## config.mk

```make
export PLATFORM = sky130hd
export DESIGN_NAME = bus_xfer_seq
export DESIGN_NICKNAME = d
export VERILOG_FILES = /design/src/rtl/bus_xfer_seq_pkg.sv /design/src/rtl/bus_xfer_seq_src_mux.sv /design/src/rtl/bus_xfer_seq.sv
export SDC_FILE = /design/constraint.sdc
export NUM_CORES = 1
export LEC_CHECK = 0
export ABC_AREA = 0
export CORE_ASPECT_RATIO = 1.2
export CORE_MARGIN = 3
export CORE_UTILIZATION = 42
export DETAILED_ROUTE_END_ITERATION = 10
export GPL_ROUTABILITY_DRIVEN = 1
export PLACE_DENSITY = 0.84
export SYNTH_ARGS = -nofsm -noshare
export SYNTH_HDL_FRONTEND = slang
export SYNTH_HIERARCHICAL = 1
export SYNTH_SLANG_ARGS = --single-unit
```

## constraint.sdc

```tcl
create_clock -name clk -period 5 [get_ports clk]
set_clock_uncertainty 0.1 [all_clocks]
set_input_delay 1 -clock clk [delete_from_list [all_inputs] [get_ports clk]]
set_output_delay 1 -clock clk [all_outputs]
set_load 0.1 [all_outputs]
```

## src/rtl/bus_xfer_seq_pkg.sv

```systemverilog
// Shared constants for the register-bus transfer sequencer: FSM encodings,
// bus source ids and destination write-enable bit positions.
package bus_xfer_seq_pkg;

    localparam logic [1:0] ST_IDLE     = 2'd0;
    localparam logic [1:0] ST_MEM_RD   = 2'd1;
    localparam logic [1:0] ST_MEM_WAIT = 2'd2;
    localparam logic [1:0] ST_WRITE    = 2'd3;

    // Bus source ids; 0 is data memory, the rest are zero-latency registers.
    localparam int SRC_MEM = 0;
    localparam int SRC_AC  = 1;
    localparam int SRC_MQ  = 2;
    localparam int SRC_PC  = 3;
    localparam int SRC_IR  = 4;
    localparam int SRC_MAR = 5;
    localparam int SRC_MBR = 6;
    localparam int SRC_SR  = 7;

    localparam int DST_AC  = 0;
    localparam int DST_MQ  = 1;
    localparam int DST_PC  = 2;
    localparam int DST_IR  = 3;
    localparam int DST_MAR = 4;
    localparam int DST_MBR = 5;
    localparam int DST_SR  = 6;
    localparam int DST_OUT = 7;

endpackage

```

## src/rtl/bus_xfer_seq_src_mux.sv

```systemverilog
// Combinational NSRC:1 selector over the flattened source words.
// Out-of-range select yields zero.
module bus_src_mux #(
    parameter int N    = 12,
    parameter int NSRC = 8
) (
    input  logic [NSRC*N-1:0]        src_data,
    input  logic [$clog2(NSRC)-1:0]  sel,
    output logic [N-1:0]             word
);

    localparam int SW = $clog2(NSRC);

    always_comb begin
        word = '0;
        for (int i = 0; i < NSRC; i++) begin
            if (sel == SW'(i)) begin
                word = src_data[i*N +: N];
            end
        end
    end

endmodule

```

## src/rtl/bus_xfer_seq.sv

```systemverilog
// Register-bus transfer sequencer: one command at a time, registered bus word and write enables.
// Register source writes 1 cycle after accept, memory source MEM_LAT+2; `BUS_XFER_SEQ_ERR_EN adds sticky err.
module bus_xfer_seq
    import bus_xfer_seq_pkg::*;
#(
    parameter int N       = 12,
    parameter int NSRC    = 8,
    parameter int NDST    = 8,
    parameter int MEM_LAT = 2
) (
    input  logic                     clk,
    input  logic                     rst,
    input  logic                     cmd_valid,
    output logic                     cmd_ready,
    input  logic [$clog2(NSRC)-1:0]  cmd_src,
    input  logic [NDST-1:0]          cmd_dst,
    input  logic [NSRC*N-1:0]        src_data,
    output logic                     mem_rd_en,
    output logic [N-1:0]             bus_out,
    output logic [NDST-1:0]          dst_write_en,
    output logic                     done
`ifdef BUS_XFER_SEQ_ERR_EN
    ,
    output logic                     err
`endif
);

    localparam int CW = (MEM_LAT > 1) ? $clog2(MEM_LAT) : 1;

    logic [1:0]      state_q, state_d;
    logic [CW-1:0]   cnt_q, cnt_d;
    logic [NDST-1:0] mask_q, mask_d;
    logic [N-1:0]    bus_q, bus_d;
    logic [NDST-1:0] wen_q, wen_d;
    logic            done_q, done_d;
    logic [N-1:0]    sel_word;
    logic            src_oob;
    logic            src_is_mem;
    logic            accept;

    bus_src_mux #(
        .N    (N),
        .NSRC (NSRC)
    ) u_src_mux (
        .src_data (src_data),
        .sel      (cmd_src),
        .word     (sel_word)
    );

    assign src_oob    = (32'(cmd_src) >= NSRC);
    assign src_is_mem = (32'(cmd_src) == SRC_MEM);
    assign accept     = cmd_valid && (state_q == ST_IDLE);

    always_comb begin
        state_d = state_q;
        cnt_d   = cnt_q;
        mask_d  = mask_q;
        bus_d   = bus_q;
        wen_d   = '0;
        done_d  = 1'b0;
        case (state_q)
            ST_IDLE: begin
                if (cmd_valid) begin
                    if (src_oob) begin
                        // Unknown source: run as a no-write and leave the bus alone.
                        mask_d  = '0;
                        state_d = ST_WRITE;
                        done_d  = 1'b1;
                    end else if (src_is_mem) begin
                        mask_d  = cmd_dst;
                        state_d = ST_MEM_RD;
                    end else begin
                        bus_d   = sel_word;
                        mask_d  = cmd_dst;
                        wen_d   = cmd_dst;
                        done_d  = 1'b1;
                        state_d = ST_WRITE;
                    end
                end
            end
            ST_MEM_RD: begin
                cnt_d   = CW'(MEM_LAT - 1);
                state_d = ST_MEM_WAIT;
            end
            ST_MEM_WAIT: begin
                if (cnt_q == '0) begin
                    bus_d   = src_data[N-1:0];
                    wen_d   = mask_q;
                    done_d  = 1'b1;
                    state_d = ST_WRITE;
                end else begin
                    cnt_d = cnt_q - 1'b1;
                end
            end
            ST_WRITE: begin
                state_d = ST_IDLE;
            end
            default: begin
                state_d = ST_IDLE;
            end
        endcase
    end

    always_ff @(posedge clk or posedge rst) begin
        if (rst) begin
            state_q <= ST_IDLE;
            cnt_q   <= '0;
            mask_q  <= '0;
            bus_q   <= '0;
            wen_q   <= '0;
            done_q  <= 1'b0;
        end else begin
            state_q <= state_d;
            cnt_q   <= cnt_d;
            mask_q  <= mask_d;
            bus_q   <= bus_d;
            wen_q   <= wen_d;
            done_q  <= done_d;
        end
    end

`ifdef BUS_XFER_SEQ_ERR_EN
    logic err_q, err_d;

    always_comb begin
        err_d = err_q | (accept && (src_oob || (cmd_dst == '0)));
    end

    always_ff @(posedge clk or posedge rst) begin
        if (rst) begin
            err_q <= 1'b0;
        end else begin
            err_q <= err_d;
        end
    end

    assign err = err_q;
`else
    logic unused_accept;
    assign unused_accept = accept;
`endif

    assign cmd_ready    = (state_q == ST_IDLE);
    assign mem_rd_en    = (state_q == ST_MEM_RD);
    assign bus_out      = bus_q;
    assign dst_write_en = wen_q;
    assign done         = done_q;

endmodule

```

==> results.md, run 1 <==
- Count leader, synth: dfrtp_1
- Detail-routed via count per cell: roughly 5.6
- Post-CTS Setup Inserts: 0
- Yosys cell types: 35
- Die width: between 70 and 80 µm
- Worst Reg-to-Reg Cells: 4
- Wirelength per Cell: just under 20 µm
- First-pass GRT wire length: 11,400 µm
- Skew-Pair Late Insertion Delay: about 280 ps
- Sequential fraction of the synthesis area: 34.4%
- Slew margin rel.: roughly 33%
- Antenna violations before repair: 0
- Cts repair resizes: 0
- CP endpoint kind: flop
- Hold buffer count at CTS: 0
- Setup TNS: 0 ps
- Setup crit start: cmd_src[0]
- Initial core utilization: 43.7%
- CP Max Fanout: 15
- Cts bufs inserted: 5
- Clk slew on worst S/H paths: ~70 ps
- Slew @ Worst Pin: 998 ps
- Most frequent cells after synthesis: dfrtp_1 (32), mux2_2 (22), mux2i_1 (15)
- Critical Path Sink: bus_out[1]
- Crit path max-delay cell type: clkdlybuf4s50_1
- DR pass1 iterations: 4
- Final core occ: between 70% and 80%
- Worst path arrival time: approximately 3500 ps
- Total Nets Final: 440
- GRT Total Usage: between 20% and 30%
- Asr flop ratio synth: between 90% and 100%
- Final worst path period share: about 69%
- IO Port Bufs: between 100 and 150
- WL final: 7580 µm
- Die Ht: slightly below 90 µm
- WS Path Type: in -> reg
- Min Tclk post-route: 3460 ps
- # IOs: about 130
- RSZ-0062 raised after global routing: false
- PD cells: between 500 and 600 mW/mm²
- Area growth syn-to-layout: 60.8%
- TritonCTS clock tree: built
- Max_cap viols: 0
- Overflow after GRT: 0
- Ys flop type: dfrtp_1
- Diode count: 0
- Clock tree buffer depth: 2
- Top area cells in the synthesized netlist: dfrtp_1 (34%), mux2_2 (11%), mux4_1 (6.8%), mux2_4 (6.4%), mux2i_1 (6.4%)
- R2r startpoint: state_q[0]
- Final hold viol count: 0
- Largest net degree at the start of global routing: 33
- H-tree levels: 2
- Number of synthesized flops with an enable pin: 0
- Post-synthesis register bit count: 32
- Setup slack, reg-to-reg: 2620 ps
- Avg Inst Size Synth: approximately 11 µm²
- GP Congestion: 0.875
- Post-synth design cell area: 0.00233 mm²
- Share of cells above drive strength 1: between 10% and 20%
- Die area: roughly 0.0065 mm²
- Post-synth net total: between 300 and 400
- Vias: 2,198
- Critical R2R Capture: bus_out[2]
- Dpl hpwl: approximately 6000 µm
- Clock Sinks: 32
- Cell mode on critical path: mux2_2
- Core area: roughly 0.0053 mm²
- Synth Warn #: 6
- HP Class: reg -> reg
- Yosys top cell area share: about a third
- Detailed Route Iter0 Violations: 76
- Final ANT Viol Nets: 0
- Mapped Cells: ~200
- Final setup fails: 0
- Worst EP required: between 5000 and 6000 ps
- Root Driver: clkbuf_8
- Rows: 29
- Cell taking the most area after synthesis: dfrtp_1
- Final max-slew violation count: 0
- Crit-path cells: clkdlybuf4s50_1, mux4_1, nor2b_1, a221o_1, mux2_2, mux2_2
- Vias in the first global route: ~2,200
- Fmax: 289 MHz
- Crit start category: input pin
- CP max stage delay: about 950 ps
- Total leakage power: 1.54 nW
- DRC viols: 0
- Outcome: finished clean
- Worst VDD drop: 461 µV
## cell families after synthesis
group           after synthesis  share of synthesized area (%)
fa+ha+maj                     3                           1.61
simple gates                 45                           10.4
buf+inv                      24                           5.53
flops                        32                           34.4
mux                          57                           34.1
compound gates               42                           14.0
## sequential cells by signal, summed over array words and instances, names as in the netlist
name	count
bus_out	12
cnt_q	1
done	1
dst_write_en	8
mask_q	8
state_q	2
## area by class of cell
| class | count | area (µm²) |
|---|---|---|
| fill | 420 | 1590 |
| multi-input combinational | 147 | 1400 |
| timing repair buffer | 137 | 1360 |
| sequential | 32 | 801 |
| clock buffer | 7 | 86.3 |
| tap | 62 | 77.6 |
| inverter | 4 | 15.0 |
| clock inverter | 1 | 7.51 |
## how the worst min path moves through the flow
stage	start	end	slack, ps	depth (start not counted)
floorplan	mask_q[0]	dst_write_en[0]	360	1
global placement	mask_q[4]	dst_write_en[4]	370	1
detailed placement	mask_q[3]	dst_write_en[3]	380	1
CTS	mask_q[4]	dst_write_en[4]	390	1
global route	mask_q[4]	dst_write_en[4]	410	1
finish	mask_q[3]	dst_write_en[3]	390	1
## power by group
part	switching [W]	internal, W	total [W]	leakage [nW]
sequential	0.0000624	0.000380	0.000442	0.394
clock	0.0000961	0.000112	0.000208	0.0445
combinational	0.000864	0.000505	0.00137	1.11
## worst max-delay path: cells and delay by family
kind,cells,cell delay [ps]
muxes,3,1160
AOI/OAI and AO/OA,1,270
buffers and inverters,1,950
and+or+nand+nor,1,140
## through the flow
stage / setup WS, ps / hold slack [ps] / total power (W) / area, µm² / instances
finish: 1540 / 388 / 0.00202 / 3750 / 390
global route: 1410 / 412 / 0.00211 / 3750 / 390
CTS: 1530 / 394 / 0.00203 / 3750 / 390
detailed placement: 1230 / 384 / 0.00182 / 3650 / 382
global placement: 1300 / 370 / 0.00180 / 3650 / 382
floorplan: 2190 / 362 / 0.00149 / 2330 / 203
## metal layers
layer / GRT usage [%] / routed length, µm / vias up
met5: 0 / 0 / -
met2: 38.4 / 3580 / 111
met3: 7.35 / 823 / 6
met1: 29.7 / 3150 / 1062
li1: - / - / 1019
met4: 4.28 / 26 / 0
## cells in the final DEF (no fill, tap or decap), types with 2 or more instances in the layout
| cell | n |
|---|---|
| buf_4 | 5 |
| a221oi_1 | 2 |
| nand2_1 | 11 |
| nor2_1 | 6 |
| o21ai_0 | 10 |
| nor3b_1 | 2 |
| a21o_1 | 3 |
| nor2b_1 | 12 |
| nor3_1 | 2 |
| inv_1 | 4 |
| mux2_4 | 10 |
| a21oi_1 | 7 |
| mux4_1 | 6 |
| a221o_1 | 10 |
| mux4_2 | 4 |
| mux2i_1 | 15 |
| clkbuf_8 | 6 |
| a32o_1 | 8 |
| nand2b_1 | 2 |
| ha_1 | 3 |
| mux2_2 | 22 |
| dfrtp_1 | 32 |
| nand3_1 | 4 |
| clkdlybuf4s50_1 | 132 |
No activity file was read; power rests on OpenSTA's default activity.
==> run 2, diff against run 1 <==
--- a/config.mk
+++ b/config.mk
@@ -8,10 +8,10 @@
 export ABC_AREA = 0
 export CORE_ASPECT_RATIO = 1.2
 export CORE_MARGIN = 3
-export CORE_UTILIZATION = 42
+export CORE_UTILIZATION = 39
 export DETAILED_ROUTE_END_ITERATION = 10
 export GPL_ROUTABILITY_DRIVEN = 1
-export PLACE_DENSITY = 0.84
+export PLACE_DENSITY = 0.79
 export SYNTH_ARGS = -nofsm -noshare
 export SYNTH_HDL_FRONTEND = slang
 export SYNTH_HIERARCHICAL = 1
==> constraint.sdc (replaced) <==
create_clock -name clk -period 3.4 [get_ports clk]
set_clock_uncertainty 0.1 [all_clocks]
set_input_delay 0.68 -clock clk [delete_from_list [all_inputs] [get_ports clk]]
set_output_delay 0.68 -clock clk [all_outputs]
set_load 0.1 [all_outputs]
==> run 2 against run 1 <==
Flip-flop and latch count unchanged. Core utilization down 5.1 points. Power up 45%. Cell area down 0.77%.
==> results.md, run 2 (same netlist as run 1, synthesis figures left out) <==
- DRC viols: 0 (unchanged)
- Final max-slew violation count: 0 (unchanged)
- HP Class: reg -> reg (unchanged)
- RSZ-0062 raised after global routing: false (unchanged)
- Vias: 2,193 (was 2,198)
- PD cells: 787 mW/mm² (was 539 mW/mm²)
- Root Driver: clkbuf_8 (unchanged)
- Final core occ: 65.2% (was 70.3%)
- Vias in the first global route: 2,271 (was 2,229)
- Slew @ Worst Pin: 859 ps (was 998 ps)
- CP Max Fanout: 36 (was 15)
- Fmax: approximately 350 MHz
- Total leakage power: 1.58 nW (was 1.54 nW)
- Area growth syn-to-layout: 59.5% (was 60.8%)
- Min Tclk post-route: around 2900 ps
- Dpl hpwl: 5610 µm (was 5950 µm)
- Sequential cell area: 801 µm² (unchanged)
- WL final: 7270 µm (was 7580 µm)
- TritonCTS clock tree: built (unchanged)
- Share of cells above drive strength 1: 22.9% (was 15.2%)
- Diode count: 0 (unchanged)
- Die width: 76.6 µm (was 74.0 µm)
- H-tree levels: 2 (unchanged)
- Initial core utilization: 40.9% (was 43.7%)
- Most frequent cells in the layout: clkdlybuf4s50_1 (108), dfrtp_1 (32), buf_4 (27) (was clkdlybuf4s50_1 (132), dfrtp_1 (32), mux2_2 (22))
- Clk slew on worst S/H paths: 80 ps (was 70 ps)
- Cell mode on critical path: mux2_2 (unchanged)
- Crit path max-delay cell type: mux4_1 (was clkdlybuf4s50_1)
- Worst hold path depth: 1 (unchanged)
- Clock Sinks: 32 (unchanged)
- Critical path depth in cells: 7 (was 6)
- Total Nets Final: 440 (unchanged)
- Worst EP required: 3470 ps (was 5070 ps)
- Die area: 0.00694 mm² (was 0.00648 mm²)
- Setup TNS: 0 ps (unchanged)
- DR pass1 iterations: 4 (unchanged)
- Placed inst area: 0.00363 mm² (was 0.00365 mm²)
- Largest net degree at the start of global routing: 37 (was 33)
- Clock tree buffer depth: 2 (unchanged)
- Max_cap viols: 0 (unchanged)
- Final worst path period share: between 80 and 90%
- IO Port Bufs: 132 (unchanged)
- Final ANT Viol Nets: 0 (unchanged)
- Wirelength per Cell: 17.8 µm (was 19.4 µm)
- Crit path max-delay family: multiplexers (unchanged)
- Final hold viol count: 0 (unchanged)
- Worst path arrival time: 2920 ps (was 3530 ps)
- Post-CTS Setup Inserts: 0 (unchanged)
- Die Ht: 90.7 µm (was 87.6 µm)
- Crit start category: input pin (unchanged)
- Cts bufs inserted: 5 (unchanged)
- Crit-path cells: clkdlybuf4s50_1, buf_12, mux4_1, nor2b_1, a221o_1, mux2_2, mux2_2 (was clkdlybuf4s50_1, mux4_1, nor2b_1, a221o_1, mux2_2, mux2_2)
- CP endpoint kind: flop (unchanged)
- Final setup fails: 0 (unchanged)
- Outcome: finished clean (unchanged)
- CP bufs+invs: 2 (was 1)
- GRT Total Usage: 21.7% (was 23.1%)
- WS Path Type: in -> reg (unchanged)
- # IOs: 133 (unchanged)
- Detailed Route Iter0 Violations: 92 (was 76)
- Rows: 30 (was 29)
- Max reg flops: 12 (unchanged)
- Slew margin rel.: 42.6% (was 33.2%)
- Antenna violations before repair: 0 (unchanged)
- Detail-routed via count per cell: 5.38 (was 5.64)
- Area of the multi-input gates: 0.00140 mm² (unchanged)
- Overflow after GRT: 0 (unchanged)
- Most common cell after layout, fill and taps aside: clkdlybuf4s50_1 (unchanged)
- Cts repair resizes: 0 (unchanged)
- GP Congestion: 0.831 (was 0.875)
- Skew-Pair Late Insertion Delay: 280 ps (about the same)
- Final instance area: 0.00372 mm² (was 0.00375 mm²)
- Filler cells: 471 (was 420)
- Hold buffer count at CTS: 0 (unchanged)
- Worst Reg-to-Reg Cells: 5 (was 4)
- First-pass GRT wire length: 12,000 µm (was 11,400 µm)
- Worst VDD drop: 848 µV (was 461 µV)
- CP max stage delay: 580 ps (was 950 ps)
- Core area: 0.00571 mm² (was 0.00533 mm²)
==> run 2: area by class of cell <==
cell class / instances / share of cell area (%)
clock inverter: 3 / 0.639
sequential: 32 / 21.5
clock buffer: 5 / 1.85
tap: 80 / 2.69
inverter: 4 / 0.404
multi-input combinational: 147 / 37.7
timing repair buffer: 137 / 35.2
==> run 2: path summary, 6_finish.rpt <==
check / startpoint / end / slack [ps]
worst max-delay path: cmd_src[0] / bus_out[2] / 550
worst min-delay path: mask_q[2] / dst_write_en[2] / 390
worst max register to register: state_q[1] / bus_out[9] / 1310
worst min register to register: mask_q[2] / dst_write_en[2] / 390
max in group asynchronous: rst / state_q[0] / 2210
min in group asynchronous: rst / dst_write_en[1] / 680
==> run 2: metrics by stage <==
| stage | setup slack (ps) | instances | total power (W) | hold WS, ps |
|---|---|---|---|---|
| detailed placement | 274 | 400 | 0.00264 | 382 |
| CTS | 581 | 408 | 0.00295 | 400 |
| global route | 495 | 408 | 0.00307 | 422 |
| finish | 549 | 408 | 0.00293 | 394 |
| global placement | 318 | 400 | 0.00262 | 371 |
| floorplan | 744 | 203 | 0.00220 | 362 |
==> run 2: report_power, final <==
group	internal (W)	switching (W)	leakage [nW]
registers	0.000558	0.0000963	0.394
logic	0.000705	0.00127	1.14
clock network	0.000145	0.000154	0.0404
==> run 2: metal layers <==
layer / share of wire (%) / track usage, % / vias to the layer above
li1: - / - / 1022
met1: 43 / 27.5 / 1054
met2: 46 / 34.5 / 103
met3: 8.7 / 7.78 / 14
met4: 1.8 / 6.65 / 0
met5: 0 / 0 / -
